[config.mk]
export PLATFORM = sky130hd
export DESIGN_NAME = rom_arbiter_flat
export DESIGN_NICKNAME = d
export VERILOG_FILES = /design/src/rtl/rom_arbiter_if.sv /design/src/rtl/rom_arbiter.sv /design/src/flat_wrapper.sv
export SDC_FILE = /design/constraint.sdc
export NUM_CORES = 1
export LEC_CHECK = 0
export ABC_CLOCK_PERIOD_IN_PS = 2300
export BUFFER_PORTS_ARGS = -buffer_cell sky130_fd_sc_hd__buf_2
export CORE_MARGIN = 2
export CORE_UTILIZATION = 39
export CTS_CLUSTER_DIAMETER = 120
export CTS_CLUSTER_SIZE = 20
export DETAILED_ROUTE_END_ITERATION = 8
export PLACE_DENSITY = 0.72
export SLEW_MARGIN = 20
export SYNTH_ARGS = -nofsm -noshare
export SYNTH_HDL_FRONTEND = slang
export SYNTH_SLANG_ARGS = --single-unit
[constraint.sdc]
create_clock -name sysclk -period 2.3 [get_ports sysclk]
set_clock_uncertainty 0.2 [all_clocks]
set_input_delay 0 -clock sysclk [delete_from_list [all_inputs] [get_ports sysclk]]
set_output_delay 0 -clock sysclk [all_outputs]
set_load 0.1 [all_outputs]
[src/rtl/rom_arbiter_if.sv]
// Bundle between rom_arbiter, its read requesters, the loader and the shared block RAM.
// Handshake: req[i] is a level held by requester i; ack[i] is a one-cycle pulse (no back-pressure) marking the cycle its rsp_data byte takes a new value.
interface rom_arbiter_if #(
    parameter int NUM_REQ = 4
);
    logic [NUM_REQ-1:0]    req;
    logic [12*NUM_REQ-1:0] req_addr;
    logic [NUM_REQ-1:0]    ack;
    logic [8*NUM_REQ-1:0]  rsp_data;
    logic [11:0]           mem_addr;
    logic [7:0]            mem_data;
    logic                  mem_we;
    logic [7:0]            mem_wdata;
    logic                  ld_we;
    logic [11:0]           ld_addr;
    logic [7:0]            ld_data;
    logic                  ld_ack;
    logic                  busy;

    modport slave (
        input  req, req_addr, mem_data, ld_we, ld_addr, ld_data,
        output ack, rsp_data, mem_addr, mem_we, mem_wdata, ld_ack, busy
    );

    modport master (
        output req, req_addr, mem_data, ld_we, ld_addr, ld_data,
        input  ack, rsp_data, mem_addr, mem_we, mem_wdata, ld_ack, busy
    );
endinterface

[src/rtl/rom_arbiter.sv]
// Round-robin arbiter sharing one block RAM between NUM_REQ readers, one read per cycle, latency 1.
// Defining ROM_ARBITER_LOADER_EN enables the loader write port, which preempts reads.
module rom_arbiter #(
    parameter int NUM_REQ = 4
) (
    input  logic         sysclk,
    input  logic         poc,
    rom_arbiter_if.slave bus
);
    localparam int PW = $clog2(NUM_REQ);

    logic [PW-1:0] ptr_q;
    logic [PW-1:0] ptr_d;
    logic          pend_q;
    logic [PW-1:0] pend_id_q;
    logic [11:0]   addr_q;
    logic [11:0]   addr_d;
    logic [7:0]    rsp_q [NUM_REQ];
    logic          ld_ack_q;
    logic          wr_now;
    logic          grant_vld;
    logic [PW-1:0] grant_id;
    logic [PW-1:0] idx;

`ifdef ROM_ARBITER_LOADER_EN
    assign wr_now = bus.ld_we & ~poc;
`else
    logic ld_unused;
    assign ld_unused = ^{bus.ld_we, bus.ld_addr, bus.ld_data};
    assign wr_now    = 1'b0;
`endif

    // The requester whose read is still in flight is skipped so it cannot double-issue.
    always_comb begin
        grant_vld = 1'b0;
        grant_id  = '0;
        idx       = '0;
        for (int k = 0; k < NUM_REQ; k++) begin
            idx = PW'((int'(ptr_q) + k) % NUM_REQ);
            if (!grant_vld && bus.req[idx] && !(pend_q && pend_id_q == idx)) begin
                grant_vld = 1'b1;
                grant_id  = idx;
            end
        end
        if (poc || wr_now) begin
            grant_vld = 1'b0;
        end
    end

    always_comb begin
        ptr_d = ptr_q;
        if (grant_vld) begin
            ptr_d = PW'((int'(grant_id) + 1) % NUM_REQ);
        end
    end

    always_comb begin
        addr_d        = addr_q;
        bus.mem_we    = 1'b0;
        bus.mem_wdata = '0;
`ifdef ROM_ARBITER_LOADER_EN
        if (wr_now) begin
            bus.mem_we    = 1'b1;
            bus.mem_wdata = bus.ld_data;
            addr_d        = bus.ld_addr;
        end
`endif
        if (grant_vld) begin
            addr_d = bus.req_addr[12*int'(grant_id) +: 12];
        end
        bus.mem_addr = poc ? 12'h000 : addr_d;
    end

    // During the ack cycle the byte comes straight from the RAM output; afterwards from rsp_q.
    always_comb begin
        bus.ack      = '0;
        bus.rsp_data = '0;
        for (int i = 0; i < NUM_REQ; i++) begin
            if (!poc) begin
                if (pend_q && pend_id_q == PW'(i)) begin
                    bus.ack[i]             = 1'b1;
                    bus.rsp_data[8*i +: 8] = bus.mem_data;
                end else begin
                    bus.rsp_data[8*i +: 8] = rsp_q[i];
                end
            end
        end
    end

    assign bus.busy   = ~poc & (pend_q | (|bus.req));
    assign bus.ld_ack = ld_ack_q;

    always_ff @(posedge sysclk) begin
        if (poc) begin
            ptr_q     <= '0;
            pend_q    <= 1'b0;
            pend_id_q <= '0;
            addr_q    <= '0;
            ld_ack_q  <= 1'b0;
            for (int i = 0; i < NUM_REQ; i++) begin
                rsp_q[i] <= '0;
            end
        end else begin
            ptr_q    <= ptr_d;
            pend_q   <= grant_vld;
            addr_q   <= addr_d;
            ld_ack_q <= wr_now;
            if (grant_vld) begin
                pend_id_q <= grant_id;
            end
            if (pend_q) begin
                rsp_q[pend_id_q] <= bus.mem_data;
            end
        end
    end
endmodule

[src/flat_wrapper.sv]
// flat-port wrapper written by rule: the top's interface ports become plain ports
module rom_arbiter_flat 
#(
    parameter int NUM_REQ = 4
)
  (sysclk, poc, bus_req, bus_req_addr, bus_mem_data, bus_ld_we, bus_ld_addr, bus_ld_data, bus_ack, bus_rsp_data, bus_mem_addr, bus_mem_we, bus_mem_wdata, bus_ld_ack, bus_busy);
  rom_arbiter_if #(.NUM_REQ(NUM_REQ)) bus_i ();
  input  logic sysclk;
  input  logic poc;
  input wire logic [$bits(bus_i.req)-1:0] bus_req;
  input wire logic [$bits(bus_i.req_addr)-1:0] bus_req_addr;
  input wire logic [$bits(bus_i.mem_data)-1:0] bus_mem_data;
  input wire logic [$bits(bus_i.ld_we)-1:0] bus_ld_we;
  input wire logic [$bits(bus_i.ld_addr)-1:0] bus_ld_addr;
  input wire logic [$bits(bus_i.ld_data)-1:0] bus_ld_data;
  output wire logic [$bits(bus_i.ack)-1:0] bus_ack;
  output wire logic [$bits(bus_i.rsp_data)-1:0] bus_rsp_data;
  output wire logic [$bits(bus_i.mem_addr)-1:0] bus_mem_addr;
  output wire logic [$bits(bus_i.mem_we)-1:0] bus_mem_we;
  output wire logic [$bits(bus_i.mem_wdata)-1:0] bus_mem_wdata;
  output wire logic [$bits(bus_i.ld_ack)-1:0] bus_ld_ack;
  output wire logic [$bits(bus_i.busy)-1:0] bus_busy;
  assign bus_i.req = bus_req;
  assign bus_i.req_addr = bus_req_addr;
  assign bus_i.mem_data = bus_mem_data;
  assign bus_i.ld_we = bus_ld_we;
  assign bus_i.ld_addr = bus_ld_addr;
  assign bus_i.ld_data = bus_ld_data;
  assign bus_ack = bus_i.ack;
  assign bus_rsp_data = bus_i.rsp_data;
  assign bus_mem_addr = bus_i.mem_addr;
  assign bus_mem_we = bus_i.mem_we;
  assign bus_mem_wdata = bus_i.mem_wdata;
  assign bus_ld_ack = bus_i.ld_ack;
  assign bus_busy = bus_i.busy;
  rom_arbiter #(.NUM_REQ(NUM_REQ)) u_core (.sysclk(sysclk), .poc(poc), .bus(bus_i));
endmodule
# Word level (Yosys, flattened, before mapping)
# Memory sizes are Yosys's and may differ from the RTL's.
# Index checks and enable logic that the tools add are counted.
[word_totals]
register_bits = 17
ram_bits = 32
in_bits = 83
out_inout_bits = 59
elab_cells = 93
n_memories = 1
[memory_table]
columns = ["memory", "words", "width", "rd", "rd_ports_with_merged_regs", "wr", "line", "rtl"]
rows = [
  ["u_core.rsp_q", 4, 8, 4, 0, 4, "rom_arbiter.sv:18", "logic [7:0] rsp_q [NUM_REQ];"],
]
[op_classes]
add_sub_neg = 4
n_mul = 1
n_lt_le_gt_ge = 4
n_eq_ne = 7
shifts = 1
n_mux = 43
bitwise = 3
n_reduce_logical = 25
[op_table]
columns = ["cell", "n"]
rows = [
  ["2-to-1 mux 8 bit", 9],
  ["indexed part select 48 x 32 -> 12 bit", 1],
  ["2-to-1 mux 12 bit", 2],
  ["2-to-1 mux 1 bit", 23],
  ["logical AND 1 bit", 15],
  ["< comparator 2 x 3 -> 1 bit, second input constant", 4],
  ["2-to-1 mux 2 bit", 5],
  ["binary-select mux 1 bit (select 2 bit)", 4],
  ["equality test 2 bit", 4],
  ["OR reduction 8 bit", 1],
  ["logical NOT 1 bit", 7],
  ["adder 2 x 1 -> 2 bit, second input constant", 2],
  ["adder 2 bit, second input constant", 2],
  ["equality test 2 bit, second input constant", 2],
  ["multiplier 2 x 2 -> 4 bit, first input constant", 1],
  ["OR reduction 4 bit", 1],
  ["equality test 2 x 1 -> 1 bit, second input constant", 1],
  ["logical NOT 2 bit", 1],
  ["bitwise AND 1 bit", 1],
  ["NOT 1 bit", 1],
  ["bitwise OR 1 bit", 1],
]

# Logic depth before layout (Yosys ltp)
# Gate-level depths: netlist (run 1).
[depth]
depth_word = 21
mapped_depth = 10
ltp_nobuf = 6

# Least setup slack after synthesis (run 1)
# Ideal clock, no wire load.
[synth_path]
kind = "register -> register"
startpoint = "reg u_core.ptr_q[0]"
endpoint = "reg u_core.addr_q[0]"
setup_ns = 0.295
arrival_ns = 3.427
required_ns = 1.805
setup_slack_ns = -1.622
path_stages_with_launch = 9
period_less_slack_ns = 3.922
path_cell_list = "dfxtp_1 > buf_4 > mux2_2 > mux2i_1 > or4_4 > o211ai_2 > or3_1 > buf_4 > o221ai_1"
[synth_via]
elab_chain_cells = 21
word_cells_on_any_way = 46
classes_between = "3 x add/sub; 1 x mul; 4 x eq/ne; 1 x shift; 19 x mux; 18 x reduce/logical"
[synth_rtl]
columns = ["item", "line", "rtl"]
rows = [
  ["start: declaration", "rom_arbiter.sv:12", "logic [PW-1:0] ptr_q;"],
  ["start signal: assignment", "rom_arbiter.sv:104", "ptr_q <= ptr_d;"],
  ["parallel branches: the longest is 19 deep, another holds adder 2 x 1 -> 2 bit", "n/a", ""],
  ["2-to-1 mux 12 bit (*)", "rom_arbiter.sv:68", "if (grant_vld) begin"],
  ["2-to-1 mux 12 bit (*)", "n/a", ""],
  ["via bus_mem_addr[0]", "flat_wrapper.sv:18", "output wire logic [$bits(bus_i.mem_addr)-1:0] bus_mem_addr;"],
  ["end signal: assignment", "rom_arbiter.sv:106", "addr_q <= addr_d;"],
  ["end: declaration", "rom_arbiter.sv:16", "logic [11:0] addr_q;"],
]
# Mark *: on every way through the listed nets, which the timed path passes. The select of a mux whose other input is x is not followed.
# A chain may end at the register's enable or synchronous reset.

# Worst setup path after layout (run 1)
[layout_path]
startpoint = "reg u_core.ptr_q[0]"
endpoint = "out bus_mem_addr[0]"
[layout_via]
elab_chain_cells = 21
word_cells_on_any_way = 46
classes_between = "3 x add/sub; 1 x mul; 4 x eq/ne; 1 x shift; 19 x mux; 18 x reduce/logical"
[layout_rtl]
columns = ["item", "line", "rtl"]
rows = [
  ["parallel branches: the longest is 19 deep, another holds adder 2 x 1 -> 2 bit", "n/a", ""],
  ["2-to-1 mux 12 bit (*)", "rom_arbiter.sv:68", ""],
  ["2-to-1 mux 12 bit (*)", "rom_arbiter.sv:71", "bus.mem_addr = poc ? 12'h000 : addr_d;"],
  ["end: declaration", "flat_wrapper.sv:18", ""],
]
# Every way passes the cells marked *. The select of a mux whose other input is x is not followed.

==> impl_metrics.csv, run 1 <==
group,metric,value,unit
run_status,status,"finished, violations left",
drt,routed_wl,10800,um
floorplanning,die-height,91.6,um
worst_hold_path,hp-class,"primary input to register",
drt,drt_iter0_drc,134,
critical_path,worstPathMaxFanout,6,
timing,rsz0062_at_grt,"yes",
timing,postLayoutSetupSlackWorst,-0.622,ns
timing,period_minus_slack,2.92,ns
floorplanning,die_w,91.6,um
critical_path,path_cells,"buf_6 > nand3b_1 > mux2i_2 > or4_4 > o211ai_4 > or3b_4 > o221ai_4 > buf_12",
placement,io_buffers,110,
run_status,violations,"negative setup slack",
synth,synth-warning-count,0,
global_routing,grt_overflow_total,0,
cts,cts_tree,"built",
final_layout,nFillCells,419,
final_layout,drive_above_1_share,0.523,
global_routing,grt_max_degree,26,
synth,synthesis.area,2990,um2
critical_path,critPathCaptureType,"output port",
drt,dr.pass1.iters,4,
placement,place_ws,-0.499,ns
synth,synth.yosys.seq_area_share,0.435,
final_layout,n_antenna_cell,0,
placement,place_area,4960,um2
synth,synthCells,277,
floorplanning,coreArea,7330,um2
floorplanning,fp-row-count,31,
timing,max_freq,342,MHz
drt,wire_per_inst,18.5,um
critical_path,worst-r2r-cell-count,10,
critical_path,critPathArrivalTime,2.72,ns
critical_path,cp.required,2.10,ns
power_and_ir_drop,power,9.03,mW
synth,synth_edf_count,32,
drt,ant_nets,0,
synth,netlist-cell-type-count,48,
cts,cts_max_level,2,
global_routing,grt_pass1_vias,3296,
synth,ys_ff_latch,49,
drt,vias,3033,
synth,ys_async_sr_fraction,0,
placement,routabilityCongestion,0.863,
power_and_ir_drop,ir_drop,1.38,mV
cts,clk_pin_slew_worst_paths,0.10,ns
timing,setup_viol,27,
cts,root_buffer,"clkbuf_8",
critical_path,critPathKind,"register to output port",
floorplanning,start_util,0.408,
final_layout,area_growth,97.7,%
cts,insertion_delay,0.31,ns
timing,drv_slew,0,
timing,timing.final.crit_share,1.27,
drt,viasPerCell,5.22,
synth,ys.flop_type,"edfxtp_1",
synth,syn_area_per_cell,10.8,um2
final_layout,final_common_cell,"buf_2",
final_layout,final_cell_mix,"62 x buf_2, 51 x dlygate4sd3_1, 50 x buf_12",
global_routing,antenna_found_initial,0,
floorplanning,pin_count,142,
drt,post-route-drc-count,0,
flow_run,maxCapViolCount,0,
final_layout,fin_area,5910,um2
cts,cts-buffers-inserted,5,
timing,fin_setup_tns,-9.57,ns
worst_hold_path,hold_path_depth,4,
timing,final_hold_viol_count,0,
global_routing,grt_pass1_wl,16500,um
power_and_ir_drop,powerDensity,1530,nW/um2
critical_path,slowest_stage,"or4_4",
critical_path,worstSetupStartpointType,"register",
power_and_ir_drop,p_leak,2.54,nW
global_routing,track_usage,0.250,
floorplanning,dieArea,8380,um2
cts,clock_path_buffers,2,
timing,holdWs,0.0264,ns
final_layout,nets,564,
placement,dp_hpwl,6860,um
critical_path,max_stage_delay,0.54,ns
cts,cts_num_sinks,49,
[cell usage after synthesis (2+ instances only)]
cell       n  share of area
and3_1     9          0.019
o21bai_1   2         0.0050
clkbuf_1   8          0.010
nor2_1    13          0.016
nand3b_1   2         0.0050
a22o_1     8          0.023
nand2_1   19          0.024
a21oi_1    9          0.015
nand2b_1   3         0.0063
a31oi_1    2         0.0042
nand3_1    2         0.0033
nor2b_1    4         0.0084
mux2i_1   29          0.097
o21ai_0    2         0.0033
a211oi_1   2         0.0050
o221ai_2  10          0.050
and2_1    25          0.052
o221ai_1   2         0.0059
mux2_2     3          0.011
edfxtp_1  32           0.32
xnor2_4    2          0.018
inv_1      7         0.0088
a21o_1    25          0.063
dfxtp_1   17           0.11
buf_6      3          0.011
buf_4     15          0.038
[cell type report]
type,count,area [um2],share of cell area
timing repair buffer,215,2260,0.383
multi-input combinational,203,2050,0.347
sequential,49,1310,0.222
tap,99,124,0.0209
clock buffer,5,68.8,0.0116
clock inverter,3,68.8,0.0116
inverter,7,26.3,0.00444
[sequential cells by signal, summed over array words and instances (netlist names)]
name	cells
u_core.rsp_q	32
u_core.addr_q	12
u_core.pend_id_q	2
u_core.ptr_q	2
u_core.pend_q	1
[stage by stage]
stage | instances | util
floorplan | 286 | -
global placement | 509 | 0.676
detailed placement | 509 | 0.676
CTS | 576 | 0.793
global route | 581 | 0.807
finish | 581 | 0.807
[where the power goes]
part / switching, mW / total (mW) / internal [mW]
sequential: 0.145 / 1.35 / 1.20
clock: 0.322 / 0.760 / 0.438
combinational: 4.03 / 6.92 / 2.89
total: 4.50 / 9.03 / 4.53
[worst max-delay path, delay by kind of cell (launching register included)]
family / cells / cell delay (ns)
simple gates: 3 / 1.18
compound gates: 2 / 0.40
mux: 1 / 0.11
buf+inv: 2 / 0.33
flops: 1 / 0.38
[metal layers]
layer  track usage  share of wire
met4        0.0593          0.020
met5             0              0
met2         0.496           0.55
met3        0.0606          0.065
met1         0.258           0.36
[logic make-up after synthesis]
| kind of cell | count (synthesis) | synth area share |
|---|---|---|
| and+or+nand+nor | 84 | 0.153 |
| AOI/OAI and AO/OA | 73 | 0.209 |
| DFF | 49 | 0.435 |
| buffers and inverters | 35 | 0.0720 |
| muxes | 32 | 0.108 |
| xor gates and xnor gates | 3 | 0.0213 |
| other | 1 | 0.00125 |
[final timing paths]
check                        start               end  slack, ns
hold / removal    bus_req_addr[30]  u_core.addr_q[6]       0.03
setup reg to reg   u_core.ptr_q[0]  u_core.addr_q[0]      -0.45
hold reg to reg   u_core.addr_q[9]  u_core.addr_q[9]       0.32
setup / recovery   u_core.ptr_q[0]   bus_mem_addr[0]      -0.62
[timing repair]
item | 4_1_cts | 5_1_grt
hold endpoints to repair | 48 | 0
setup buffers | 7 | 3
resized for setup | 38 | 11
hold buffers | 51 | 0
pin swaps | 4 | 6
setup endpoints to repair | 33 | 43
cloned | 1 | 2
No activity file was read; power rests on OpenSTA's default activity.
==> inputs of run 2 (changes only) <==
==> constraint.sdc (replaced) <==
create_clock -name sysclk -period 2.3 [get_ports sysclk]
set_clock_uncertainty 0.2 [all_clocks]
set_input_delay 0.115 -clock sysclk [delete_from_list [all_inputs] [get_ports sysclk]]
set_output_delay 0.115 -clock sysclk [all_outputs]
set_load 0.1 [all_outputs]
==> run 2 against run 1 <==
Effect of this change:
- the run still ends with negative setup slack left
- via count is 0.59% lower
- register-to-register slack better by 0.11 ns
- design area is 0.97% higher
- fmax is 4.6% lower
- total power is 8.4% higher
- wire length is 0.18% higher
- global-route usage is 1.4 points lower
- combinational power is 12% higher
- cell count is 2.8% lower
- utilization is 0.79 points higher
- largest cell class is now multi-input gates
- largest power group unchanged
- highest routed layer unchanged
==> impl_metrics.csv, run 2 (synthesized netlist as in run 1, its figures left out) <==
group,metric,value,unit
global_routing,antenna_found_initial,0,
final_layout,n_antenna_cell,0,
floorplanning,fp-row-count,31,
critical_path,critPathKind,"register to output port",
global_routing,grt_overflow_total,0,
placement,dp.cells,522,
placement,dp_hpwl,7240,um
critical_path,worstSetupStartpointType,"register",
cts,clk_pin_slew_worst_paths,0.10,ns
drt,wire_per_inst,19.1,um
critical_path,cp.required,1.99,ns
floorplanning,die-height,91.6,um
timing,max_freq,327,MHz
final_layout,nets,548,
timing,fin_setup_tns,-11.50,ns
timing,period_minus_slack,3.06,ns
drt,drt_iter0_drc,122,
drt,dr.pass1.iters,4,
power_and_ir_drop,p_leak,2.51,nW
floorplanning,start_util,0.408,
global_routing,grt_pass1_vias,3082,
final_layout,final_common_cell,"buf_2",
final_layout,regMostFlops,"u_core.rsp_q",
drt,post-route-drc-count,0,
final_layout,finish.utilization,0.814,
final_layout,reg_top3,"u_core.rsp_q x32, u_core.addr_q x12",
timing,drv_slew,0,
cts,cts-buffers-inserted,5,
drt,viasPerCell,5.34,
critical_path,max_stage_delay,0.54,ns
drt,ant_nets,0,
cts,cts_num_sinks,49,
critical_path,worstPathMaxFanout,8,
timing,rsz0062_at_grt,"yes",
floorplanning,dieArea,8380,um2
final_layout,area_growth,99.7,%
placement,io_buffers,110,
cts,cts_tree,"built",
final_layout,fin_area,5970,um2
final_layout,fin_cells,565,
run_status,status,"finished, violations left",
floorplanning,pin_count,142,
global_routing,grt_max_degree,18,
critical_path,slowest_stage,"or4_4",
drt,vias,3015,
critical_path,path_cells,"nand3b_1 > mux2i_2 > or4_4 > o211ai_4 > or3b_4 > o221ai_4 > buf_12",
worst_hold_path,hp-class,"primary input to register",
timing,postLayoutSetupSlackWorst,-0.763,ns
critical_path,critPathCaptureType,"output port",
final_layout,drive_above_1_share,0.652,
cts,cts_max_level,2,
timing,setup_viol,30,
global_routing,track_usage,0.236,
timing,timing.final.crit_share,1.33,
drt,routed_wl,10800,um
floorplanning,die_w,91.6,um
final_layout,nFillCells,366,
power_and_ir_drop,powerDensity,1640,nW/um2
timing,final_hold_viol_count,0,
floorplanning,coreArea,7330,um2
cts,root_buffer,"clkbuf_8",
final_layout,largest_register_ffs,32,
final_layout,final_cell_mix,"63 x buf_2, 54 x buf_4, 53 x buf_12",
placement,place_area,5070,um2
critical_path,cp_num_buf_inv,1,
placement,routabilityCongestion,1.02,
critical_path,cp_top_family,"simple AND/OR/NAND/NOR gates",
power_and_ir_drop,ir_drop,1.59,mV
cts,insertion_delay,0.31,ns
run_status,violations,"negative setup slack",
flow_run,maxCapViolCount,0,
global_routing,grt_pass1_wl,15400,um
critical_path,critPathArrivalTime,2.75,ns
cts,clock_path_buffers,2,
==> run 2: cell count changes in the layout (fill, tap and decap cells not counted), moves of 6 or more <==
cell           before  now
a21o_1              9    1
a21o_2              0    7
and3_1              9    3
and3_4              0    6
buf_4              42   54
dlygate4sd3_1      51   13
mux2i_1            14    6
mux2i_4             3   14
==> run 2: metal layers <==
| layer | share of wire | up-vias | wire length, um | track usage |
|---|---|---|---|---|
| met5 | 0 | - | 0 | 0 |
| met2 | 0.53 | 135 | 5710 | 0.419 |
| met1 | 0.39 | 1465 | 4170 | 0.270 |
| met4 | 0.019 | 0 | 210 | 0.0859 |
| met3 | 0.064 | 20 | 694 | 0.0631 |
| li1 | - | 1395 | - | - |
==> run 2: through the flow <==
stage | worst slack (ns) | hold WS (ns) | power [mW]
6_report | -0.763 | 0.000232 | 9.79
5_1_grt | -0.827 | 0.00358 | 10.1
4_1_cts | -0.724 | 0.00174 | 8.97
3_5_place_dp | -0.753 | 0.277 | 7.73
3_3_place_gp | -0.589 | 0.263 | 7.62
2_1_floorplan | -0.673 | 0.113 | 5.53
==> run 2: final timing paths <==
| check | startpoint | end | slack [ns] | depth (start not counted) |
|---|---|---|---|---|
| max | u_core.ptr_q[0] | bus_mem_addr[1] | -0.76 | 7 |
| min | bus_req_addr[11] | u_core.addr_q[11] | 0.0002 | 3 |
| max reg2reg | u_core.ptr_q[0] | u_core.addr_q[0] | -0.34 | 12 |
| min reg2reg | u_core.addr_q[11] | u_core.addr_q[11] | 0.32 | 2 |
==> run 2: final cells by class <==
type | instances | area [um2] | share of cell area
Multi-Input combinational cell | 203 | 2270 | 0.380
Timing Repair Buffer | 199 | 2120 | 0.355
Inverter | 7 | 26.3 | 0.00440
Tap cell | 99 | 124 | 0.0207
Clock inverter | 3 | 50.0 | 0.00838
Sequential cell | 49 | 1320 | 0.221
Clock buffer | 5 | 68.8 | 0.0115
==> run 2: what timing repair did <==
item	in CTS	in global routing
hold endpoints to repair	13	2
setup endpoints to repair	67	66
pin swaps	6	14
gates cloned	1	3
hold buffers	10	3
resized for setup	47	39
buffers inserted	6	13
==> run 2: where the power goes <==
| group | internal [mW] | leakage (nW) | switching, mW | total (mW) |
|---|---|---|---|---|
| clock | 0.334 | 0.0603 | 0.329 | 0.663 |
| combinational | 3.52 | 1.97 | 4.23 | 7.75 |
| sequential | 1.21 | 0.479 | 0.169 | 1.38 |
| total | 5.06 | 2.51 | 4.73 | 9.79 |
==> run 2: worst reg2reg max path: stages, from the launching register on <==
cell       delay [ns]
dfxtp_4          0.42
buf_6            0.14
nand2b_4         0.14
buf_6            0.11
a311o_1          0.27
o32a_1           0.22
o2111ai_4        0.12
buf_12           0.17
buf_12           0.14
mux2i_1          0.22
buf_4            0.16
o221ai_4         0.11
buf_6            0.14
